==> src/rtl/isqrt_pkg.sv <==
// isqrt_pkg: shared state type and widths for the sequential integer square root
package isqrt_pkg;
  typedef enum logic [1:0] {IDLE, CALC, DONE} state_t;
  localparam int SUM_W = 16;
  localparam int ROOT_W = 8;
  localparam int REM_W = 9;
  localparam int ITER_CNT = 8;
  localparam int ACC_W = REM_W + 1;
  localparam int CNT_W = $clog2(ITER_CNT);
endpackage

==> src/rtl/isqrt_seq_if.sv <==
// isqrt_seq_if: radicand-in / root-out handshake bundle for isqrt_seq
interface isqrt_seq_if;
  import isqrt_pkg::*;
  logic [SUM_W-1:0]  in_sum;
  logic              in_valid;
  logic              in_ready;
  logic [ROOT_W-1:0] out_root;
  logic [REM_W-1:0]  out_rem;
  logic              out_valid;
  logic              out_ready;
  logic              busy;
  modport master (output in_sum, in_valid, out_ready, input in_ready, out_root, out_rem, out_valid, busy);
  modport slave (input in_sum, in_valid, out_ready, output in_ready, out_root, out_rem, out_valid, busy);
endinterface

==> src/rtl/isqrt_step.sv <==
// isqrt_step: one restoring radix-4 digit of the square root, yielding one root bit
module isqrt_step
  import isqrt_pkg::*;
(
  input  logic [ACC_W-1:0]  rem,
  input  logic [ROOT_W-1:0] root,
  input  logic [1:0]        pair,
  output logic [ACC_W-1:0]  new_rem,
  output logic              new_bit
);
  logic [ACC_W+1:0] shifted;
  logic [ACC_W+1:0] trial;
  // partial remainder never exceeds 2*root, so the 10-bit result always fits
  always_comb begin
    shifted = {rem, pair};
    trial = {2'b00, root, 2'b01};
    new_bit = shifted >= trial;
    new_rem = ACC_W'(new_bit ? shifted - trial : shifted);
  end
endmodule

==> src/rtl/isqrt_seq.sv <==
// isqrt_seq: 8-cycle sequential 16-bit integer square root with remainder
// Optional ISQRT_ROUND_EN rounds the root to nearest (saturating at 255).
module isqrt_seq
  import isqrt_pkg::*;
(
  input logic        clk,
  input logic        rst_n,
  input logic        ena,
  isqrt_seq_if.slave bus
);
  state_t            state, state_nxt;
  logic [SUM_W-1:0]  sum;
  logic [ACC_W-1:0]  rem_acc, new_rem;
  logic [ROOT_W-1:0] root_acc, root_nxt, root_fin;
  logic [CNT_W-1:0]  cnt;
  logic              new_bit, accept, last;
  isqrt_step u_step (
    .rem     (rem_acc),
    .root    (root_acc),
    .pair    (sum[SUM_W-1 -: 2]),
    .new_rem (new_rem),
    .new_bit (new_bit)
  );
  assign root_nxt = {root_acc[ROOT_W-2:0], new_bit};
`ifdef ISQRT_ROUND_EN
  assign root_fin = (new_rem > {2'b00, root_nxt} && root_nxt != '1) ? root_nxt + 1'b1 : root_nxt;
`else
  assign root_fin = root_nxt;
`endif
  assign bus.in_ready = state == IDLE && ena;
  assign bus.busy = state != IDLE;
  assign accept = bus.in_valid && bus.in_ready;
  assign last = cnt == CNT_W'(ITER_CNT - 1);
  always_comb begin
    state_nxt = state;
    if (ena)
      state_nxt = state == IDLE ? (bus.in_valid ? CALC : IDLE) :
                  state == CALC ? (last ? DONE : CALC) :
                  (bus.out_valid && bus.out_ready ? IDLE : DONE);
  end
  always_ff @(posedge clk or negedge rst_n)
    if (!rst_n) state <= IDLE;
    else state <= state_nxt;
  always_ff @(posedge clk or negedge rst_n) begin
    if (!rst_n) begin
      sum <= '0;
      rem_acc <= '0;
      root_acc <= '0;
      cnt <= '0;
      bus.out_root <= '0;
      bus.out_rem <= '0;
      bus.out_valid <= 1'b0;
    end else if (ena) begin
      if (accept) begin
        sum <= bus.in_sum;
        rem_acc <= '0;
        root_acc <= '0;
        cnt <= '0;
      end else if (state == CALC) begin
        sum <= {sum[SUM_W-3:0], 2'b00};
        rem_acc <= new_rem;
        root_acc <= root_nxt;
        cnt <= cnt + 1'b1;
        if (last) begin
          bus.out_root <= root_fin;
          bus.out_rem <= new_rem[REM_W-1:0];
          bus.out_valid <= 1'b1;
        end
      end else if (state == DONE && bus.out_ready) begin
        bus.out_valid <= 1'b0;
      end
    end
  end
endmodule

==> src/flat_wrapper.sv <==
// flat-port wrapper written by rule: the top's interface ports become plain ports
module isqrt_seq_flat import isqrt_pkg::*;
  (clk, rst_n, ena, bus_in_sum, bus_in_valid, bus_out_ready, bus_in_ready, bus_out_root, bus_out_rem, bus_out_valid, bus_busy);
  isqrt_seq_if bus_i ();
  input logic clk;
  input logic rst_n;
  input logic ena;
  input wire logic [$bits(bus_i.in_sum)-1:0] bus_in_sum;
  input wire logic [$bits(bus_i.in_valid)-1:0] bus_in_valid;
  input wire logic [$bits(bus_i.out_ready)-1:0] bus_out_ready;
  output wire logic [$bits(bus_i.in_ready)-1:0] bus_in_ready;
  output wire logic [$bits(bus_i.out_root)-1:0] bus_out_root;
  output wire logic [$bits(bus_i.out_rem)-1:0] bus_out_rem;
  output wire logic [$bits(bus_i.out_valid)-1:0] bus_out_valid;
  output wire logic [$bits(bus_i.busy)-1:0] bus_busy;
  assign bus_i.in_sum = bus_in_sum;
  assign bus_i.in_valid = bus_in_valid;
  assign bus_i.out_ready = bus_out_ready;
  assign bus_in_ready = bus_i.in_ready;
  assign bus_out_root = bus_i.out_root;
  assign bus_out_rem = bus_i.out_rem;
  assign bus_out_valid = bus_i.out_valid;
  assign bus_busy = bus_i.busy;
  isqrt_seq u_core (.clk(clk), .rst_n(rst_n), .ena(ena), .bus(bus_i));
endmodule
==> config.mk <==
export PLATFORM = sky130hd
export DESIGN_NAME = isqrt_seq_flat
export DESIGN_NICKNAME = d
export VERILOG_FILES = /design/src/rtl/isqrt_pkg.sv /design/src/rtl/isqrt_seq_if.sv /design/src/rtl/isqrt_step.sv /design/src/rtl/isqrt_seq.sv /design/src/flat_wrapper.sv
export SDC_FILE = /design/constraint.sdc
export NUM_CORES = 1
export LEC_CHECK = 0
export BUFFER_PORTS_ARGS = -buffer_cell sky130_fd_sc_hd__buf_2
export CAP_MARGIN = 20
export CELL_PAD_IN_SITES_DETAIL_PLACEMENT = 1
export CELL_PAD_IN_SITES_GLOBAL_PLACEMENT = 1
export CORE_ASPECT_RATIO = 2
export CORE_MARGIN = 2
export CORE_UTILIZATION = 45
export CTS_BUF_LIST = sky130_fd_sc_hd__clkbuf_8
export DETAILED_ROUTE_END_ITERATION = 12
export MAX_ROUTING_LAYER = met4
export PLACE_DENSITY = 0.86
export SYNTH_ARGS = -nofsm -noshare
export SYNTH_HDL_FRONTEND = slang
export SYNTH_SLANG_ARGS = --single-unit
==> constraint.sdc <==
create_clock -name clk -period 2.06 [get_ports clk]
set_input_delay 0.103 -clock clk [delete_from_list [all_inputs] [get_ports clk]]
set_output_delay 0.103 -clock clk [all_outputs]
set_load 0.02 [all_outputs]
### Yosys cells after proc, flatten, opt, wreduce, memory -nomap -nowiden

Index checks and enable logic that the tools add are counted.

* add/subtract/negate cells: 2
* multipliers: 0
* div/mod/pow operators: 0
* magnitude comparators: 1
* equality and inequality tests: 4
* shift-type cells: 0
* mux-type cells: 17
* bitwise operators: 1
* reductions and logical operators: 11

Operators with widths (count)
* 2-to-1 mux 16 bit: 2
* 2-to-1 mux 10 bit: 3
* 2-to-1 mux 8 bit: 2
* >= comparator 12 x 10 -> 1 bit: 1
* subtractor 10 bit: 1
* 2-to-1 mux 2 bit: 4
* AND reduction 4 bit: 2
* 2-to-1 mux 3 bit: 2
* nonzero test 2 bit: 3
* logical AND 1 bit: 4
* 2-to-1 mux 1 bit: 4
* adder 3 x 1 -> 3 bit (second input constant): 1
* == test 3 bit (second input constant): 1
* == test 2 x 1 -> 1 bit (second input constant): 1
* == test 2 bit (second input constant): 1
* logical NOT 2 bit: 1
* inequality test 2 x 1 -> 1 bit (second input constant): 1
* AND reduction 2 bit: 1
* inverter 1 bit: 1

* flip-flop bits (word level): 57
* latch bits: 0
* RAM bits: 0
* ROM bits: 0
* input port bits: 21
* output and inout bits: 20
* logic and storage cells: 44
* memories: 0

### Depth between registers and ports, before layout

Gate-level depths: netlist (run 1).

* word-level depth: 5
* depth in mapped cells: 9

### Cells and area by module

A second synthesis (run 1) with hierarchy kept.

* cell total of the unflattened synthesis: 299
* area total of the unflattened synthesis: 3168.0 um^2

Modules (own cells, without submodules)
* isqrt_seq: instances 1, cells an instance 218, area each 2541.2 um^2, sequential area each 1426.4 um^2
* isqrt_step: instances 1, cells an instance 81, area each 626.9 um^2, sequential area each 0.0 um^2

### Worst setup path before layout (run 1)

OpenSTA, ideal clock, no wires.

* kind: reg2reg
* from: register u_core.root_acc[4]
* to: register u_core.bus.out_rem[4]
* library setup time: 0.132 ns
* data arrival time: 1.720 ns
* required time: 1.928 ns
* slack: 0.208 ns
* stages on the path, launching flop included: 9
* cell sequence: dfrtp_1 -> inv_1 -> ha_1 -> and3_2 -> a31oi_1 -> o21ai_2 -> buf_6 -> mux2i_1 -> o21ai_1

* word-level cells in the longest chain between the ends: 2

Ends and longest elaborated chain
* start: declaration: RTL line isqrt_seq.sv:14 `logic [ROOT_W-1:0] root_acc, root_nxt, root_fin;`
* start signal: assignment: RTL line isqrt_seq.sv:62 `root_acc <= root_nxt;`
* >= comparator 12 x 10 -> 1 bit: RTL line isqrt_step.sv:17 `new_bit = shifted >= trial;`
* 2-to-1 mux 10 bit: RTL line isqrt_step.sv:18 `new_rem = ACC_W'(new_bit ? shifted - trial : shifted);`
* end signal: assignment: RTL line isqrt_seq.sv:66 `bus.out_rem <= new_rem[REM_W-1:0];`
* end: declaration: RTL line isqrt_seq_if.sv:13 `modport slave (input in_sum, in_valid, out_ready, output in_ready, out_root, out_rem, out_valid, busy);`

Every way passes these cells.
A chain may end at the register's enable or synchronous reset.

### Final worst setup path (run 1)

* from: register u_core.rem_acc[5]
* to: register u_core.rem_acc[9]

* word-level cells in the longest chain between the ends: 4
* elaborated cells between the ends (all ways): 5
* classes of those cells: 1 x add/sub; 1 x order compare; 3 x mux

Ends and longest elaborated chain
* start: declaration: RTL line isqrt_seq.sv:13 `logic [ACC_W-1:0] rem_acc, new_rem;`
* start signal: assignment: RTL line isqrt_seq.sv:61 `rem_acc <= new_rem;`
* subtractor 10 bit / >= comparator 12 x 10 -> 1 bit (equally long branches): RTL line isqrt_step.sv:18, isqrt_step.sv:17
* 2-to-1 mux 10 bit (*): RTL line isqrt_step.sv:18
* 2-to-1 mux 10 bit (*): RTL line isqrt_seq.sv:59 `end else if (state == CALC) begin`
* 2-to-1 mux 10 bit (*): RTL line isqrt_seq.sv:54 `if (accept) begin`

Every way passes the cells marked *; elsewhere a longest branch is shown, timed or not. The select of a mux whose other input is x is not followed.

==> results of run 1 <==
-- worst max-delay path: cells and delay by family (launching register included) --
family / cells / cell delay (ps)
AOI/OAI and AO/OA: 6 / 1130
buffers and inverters: 1 / 180
adders and majority gates: 1 / 280
DFF: 1 / 460
-- through the flow --
stage | hold slack [ps] | cells | total power (uW) | cell area, um2 | TNS (ps)
finish | 13.0 | 471 | 7490 | 3700 | -842
global route | 14.7 | 471 | 7950 | 3700 | -1310
CTS | 0.606 | 463 | 6910 | 3590 | 0
detailed placement | 65.4 | 440 | 5400 | 3220 | -519
global placement | 64.4 | 440 | 5180 | 3220 | -75.9
floorplan | -193 | 309 | 4240 | 2830 | 0
-- what timing repair did --
action                                  in CTS  in global routing
pin swaps                                    2                  5
setup buffers                                1                  8
resized for setup                           18                 19
hold endpoints to repair                    23                  0
endpoints found under the setup margin      16                 20
hold buffers                                 8                  0
-- cell families after synthesis --
logic type / Yosys count
flops: 57
mux: 9
simple gates: 119
fa+ha+maj: 12
compound gates: 75
buf+inv: 28
xor+xnor: 9
-- power by group --
part           total, uW  internal, uW  switching [uW]
registers           1930          1580             348
clock network        890           475             415
logic               4680          2080            2600
-- state kept, by name, summed over array words and instances (netlist names) --
name,flops
u_core.bus.out_valid,1
u_core.sum,16
u_core.bus.out_root,8
u_core.rem_acc,10
u_core.cnt,3
u_core.state,2
u_core.root_acc,8
u_core.bus.out_rem,9
-- per-layer routing --
layer	part of all wire	vias up	global-route usage
li1	-	1200	-
met1	0.36	1255	0.259
met2	0.57	65	0.446
met3	0.024	31	0.0587
met4	0.051	0	0.173
met5	0	-	-
-- cell usage after synthesis --
master | number | area, um2
nand2b_1 | 2 | 12.5
o2111a_1 | 1 | 11.3
a21boi_0 | 1 | 7.51
xor2_1 | 3 | 26.3
nand2_1 | 75 | 282
nor2b_1 | 2 | 12.5
ha_1 | 12 | 150
nor3_1 | 1 | 5.00
nor3b_1 | 1 | 7.51
and3_2 | 1 | 7.51
nor2_1 | 18 | 67.6
buf_2 | 5 | 25.0
buf_6 | 5 | 56.3
mux2i_1 | 7 | 70.1
and3_1 | 1 | 6.26
dfrtp_1 | 57 | 1430
o31ai_2 | 1 | 12.5
and2_1 | 3 | 18.8
clkbuf_1 | 6 | 22.5
o21ai_1 | 13 | 65.1
nand3_1 | 14 | 70.1
mux2_2 | 2 | 22.5
a21o_2 | 1 | 8.76
xnor2_1 | 6 | 52.6
nand4b_1 | 1 | 8.76
o21ai_0 | 22 | 110
a2111oi_2 | 1 | 15.0
a21oi_1 | 16 | 80.1
a31oi_1 | 12 | 75.1
inv_1 | 12 | 45.0
a22oi_1 | 5 | 37.5
o21ai_2 | 1 | 8.76
o31ai_1 | 1 | 7.51
-- layout make-up --
cell class                 instances  area [um2]  area share
clock buffer                      11         151      0.0409
sequential                        57        1430       0.385
inverter                          12        45.0      0.0122
clock inverter                     3        11.3     0.00304
multi-input combinational        224        1420       0.384
tap                               84         105      0.0284
timing repair buffer              80         541       0.146
-- worst paths after layout --
kind	startpoint	end	slack, ps	cells past startpoint
setup / recovery	u_core.rem_acc[5]	u_core.rem_acc[9]	-80	8
hold / removal	bus_in_sum[6]	u_core.sum[6]	10	3
setup reg to reg	u_core.rem_acc[5]	u_core.rem_acc[9]	-80	8
hold reg to reg	u_core.bus.out_root[5]	u_core.bus.out_root[5]	470	2
max in group asynchronous	rst_n	u_core.root_acc[5]	1160	3
min in group asynchronous	rst_n	u_core.bus.out_root[3]	240	2
==> results.toml, run 1 <==
[status]
status = "complete, but fails checks"
violations = "negative setup slack"

[synthesis]
synth-xor-area-share = 0.0278
yosys.area_share.simple = 0.176
ys_seq_area_frac = 0.503
synthAdderAreaFrac = 0.0530
synth_nets = 342
netlist_area_um2 = 2830
avgSynthCellArea_um2 = 9.17
synth_top_family_by_area = "simple AND/OR/NAND/NOR gates"
netlist_instances = 309
yosysUniqueCellTypes = 33
synthMuxAreaShare = 0.0327
ys_ff_latch = 57
synth-warning-count = 0
synth_compound_area_frac = 0.155

[global_route]
antenna_found_initial = 0
track_usage = 0.264
overflow = 0
grt_pass1_wl_um = 13000
grt_pass1_vias = 2753
grt_max_degree = 30

[cts]
cts_tree = "yes"
path_clk_slew_ps = 60
clock_latency_ps = 350
clock_sinks = 57
clockBufferDepth = 2
cts_buffers = 9
cts-root-buf = "clkbuf_8"
htreeDepth = 3

[power]
cellLeakagePower_uw = 0.00178
power_per_cell_area_nw_per_um2 = 2020
ir_drop_uv = 841

[place]
dp_slack_ps = -97.4
gp_congestion = 0.853
hpwl_um = 5430
portBuffers = 40

[finish]
final_common_cell = "nand2_1"
nFillCells = 700
final_core_util = 0.612
syn_to_final_growth_pct = 30.7
final_cell_mix = "nand2_1, dfrtp_1, buf_2, buf_4"
antenna_cells = 0
drive_above_1_share = 0.297
fin_nets = 417

[worst_setup_path]
crit_fanout = 5
worstPathRequired_ps = 2310
endpoint_kind = "register"
crit_chain = "ha_4 -> a21oi_1 -> o21ai_2 -> a31oi_2 -> o21ai_4 -> buf_6 -> o2111a_1 -> o31ai_2"
critPathArrivalTime_ps = 2380
cp-start-kind = "register"
worst-setup-path-type = "reg -> reg"
crit_slowest_cell = "dfrtp_2"
max_stage_delay_ps = 460

[routing]
wl_um = 8550
dr_total_vias = 2551
drt_iter0_markers = 76
remaining_drc_errors = 0
ant_nets = 0
viasPerCell = 5.42
drt-pass1-iter-count = 4
wire_per_inst_um = 18.1

[die]
dieArea_um2 = 6990
core-area_um2 = 6060
initial_core_util = 0.468
row_count = 40
ios = 41
die_w_um = 60.1
die_y_um = 116

[sta]
finClkSkew_ps = 5.31
fin_crit_ps = 2140
period_share = 1.04
setup_ws_ps = -75.0
slew_headroom = 0.715
setup_viol = 20
slew_violations = 0
finalHoldViolations = 0
fmax_mhz = 468
worst_slew_pin_slew_ps = 427

[worst_hold_path]
hold_class = "in -> reg"

[job]
cap_violations = 0
(Power assumes the default switching activity.)
==> run 2: changes to the inputs <==
Settings changed: CORE_UTILIZATION 45 to 48, GPL_ROUTABILITY_DRIVEN set to 0, PLACE_DENSITY 0.86 to 0.9.
Clock period 2.06 ns to 2.74 ns, I/O delays scaled along.
==> results.toml, run 2 (synthesis gave the netlist of run 1 again) <==
[sta]
setup_viol = 0
period_share = 0.821
slew_headroom = 0.681
worst_slew_pin_slew_ps = 478
finalHoldViolations = 0
finClkSkew_ps = 3.66
rsz0062_at_grt = "no"
fmax_mhz = 444
fin_crit_ps = 2250
slew_violations = 0
finalSetupTns_ps = 0

[die]
dieArea_um2 = 6570
row_count = 39
core-area_um2 = 5710
die_w_um = 58.3
ios = 41
initial_core_util = 0.496
die_y_um = 113

[place]
hpwl_um = 5300
portBuffers = 40
placed_area_um2 = 3080

[worst_setup_path]
endpoint_kind = "register"
r2r_end = "u_core.bus.out_rem[3]"
crit_fanout = 9
critPathArrivalTime_ps = 2480
cp-start-kind = "register"
worst-setup-path-type = "reg -> reg"
ff2ff_path_depth = 9
rrSetupSlack_ps = 490
crit_path_end = "u_core.bus.out_rem[3]"
startpoint = "u_core.root_acc[3]"
worstPathRequired_ps = 2960
r2r-start = "u_core.root_acc[3]"

[global_route]
grt_pass1_vias = 2611
track_usage = 0.261
grt_pass1_wl_um = 12400
grt_max_degree = 30
overflow = 0
antenna_found_initial = 0

[routing]
remaining_drc_errors = 0
dr_total_vias = 2396
wire_per_inst_um = 17.3
viasPerCell = 5.65
drt_iter0_markers = 73
ant_nets = 0
drt-pass1-iter-count = 4
wl_um = 7320

[cts]
clockBufferDepth = 2
cts_resized = 0
cts-root-buf = "clkbuf_8"
cts_buffers = 9
htreeDepth = 3
clock_sinks = 57
clock_latency_ps = 350
postCtsSetupBuffers = 0
cts_tree = "yes"
path_clk_slew_ps = 60

[finish]
antenna_cells = 0
reg_top3 = "u_core.sum x16, u_core.rem_acc x10, u_core.bus.out_rem x9"
design_area_um2 = 3300
final_cell_mix = "nand2_1, dfrtp_1, buf_2, o21ai_0, nor2_1"
top_register = "u_core.sum"
drive_above_1_share = 0.196
final_core_util = 0.577
fin_nets = 391
syn_to_final_growth_pct = 16.3
largest_register_ffs = 16
final_common_cell = "nand2_1"

[status]
status = "finished clean"

[power]
ir_drop_uv = 812
cellLeakagePower_uw = 0.00165
power.total_uw = 4550
power_per_cell_area_nw_per_um2 = 1380

[worst_hold_path]
holdCritStartpoint = "bus_in_sum[14]"
hold_class = "in -> reg"

[job]
cap_violations = 0
[run 2: cell count changes in the layout (fill, tap and decap cells not counted), moves of 3 or more]
cell,before,now
buf_4,29,10
clkinv_2,0,3
dlygate4sd3_1,8,4
ha_1,5,12
ha_4,5,0
inv_1,9,14
inv_2,6,0
mux2i_1,3,7
mux2i_4,3,0
o21ai_0,18,22
[run 2: per-layer routing]
layer | routed length [um] | part of all wire | up-vias | GRT usage
met5 | 0 | 0 | - | -
met4 | 297 | 0.041 | 0 | 0.141
met3 | 225 | 0.031 | 26 | 0.0645
met2 | 4150 | 0.57 | 52 | 0.449
met1 | 2640 | 0.36 | 1170 | 0.259
li1 | - | - | 1148 | -
[run 2: report_power, final]
part           leakage (uW)  total [uW]  switching [uW]  internal (uW)
Clock              0.000101         698             333            365
Sequential         0.000741        1430             241           1190
Combinational      0.000808        2430            1470            953
Total               0.00165        4550            2050           2500
[run 2: worst min-delay path by stage]
stage / endpoint / slack, ps / cells past startpoint
after detailed placement: u_core.bus.out_root[3] / 60 / 1
after global placement: u_core.bus.out_root[3] / 60 / 1
after floorplan: u_core.bus.out_rem[0] / -160 / 0
after global routing: u_core.sum[1] / 20 / 3
final: u_core.sum[14] / 10 / 3
after CTS: u_core.sum[14] / 2 / 3
[run 2: cell type report]
| class | count | area, um2 |
|---|---|---|
| clock buffers | 11 | 151 |
| clock inverters | 5 | 22.5 |
| fillers | 699 | 2410 |
| inverters | 12 | 45.0 |
| multi-input cells | 224 | 1260 |
| flip-flops and latches | 57 | 1430 |
| well taps | 61 | 76.3 |
| repair buffers | 54 | 315 |
[run 2: per-stage QoR]
step	cells	hold slack, ps	setup slack [ps]
final	424	11.5	490
after global routing	424	16.2	335
after CTS	424	2.21	511
after detailed placement	404	63.1	527
after global placement	404	58.2	665
after floorplan	309	-159	888
[run 2: worst max-delay path, stage by stage, from the launching register on]
cell and delay [ps]:
dfrtp_1 400, inv_1 80, ha_1 370, a21oi_1 110
o21ai_1 190, a31oi_1 80, o21ai_2 240, buf_4 270
mux2i_1 260, o21ai_0 120
[run 2: timing repair]
action | in CTS | in global routing
endpoints found under the hold margin | 16 | 0
setup endpoints to repair | 0 | 0
hold buffers | 4 | 0
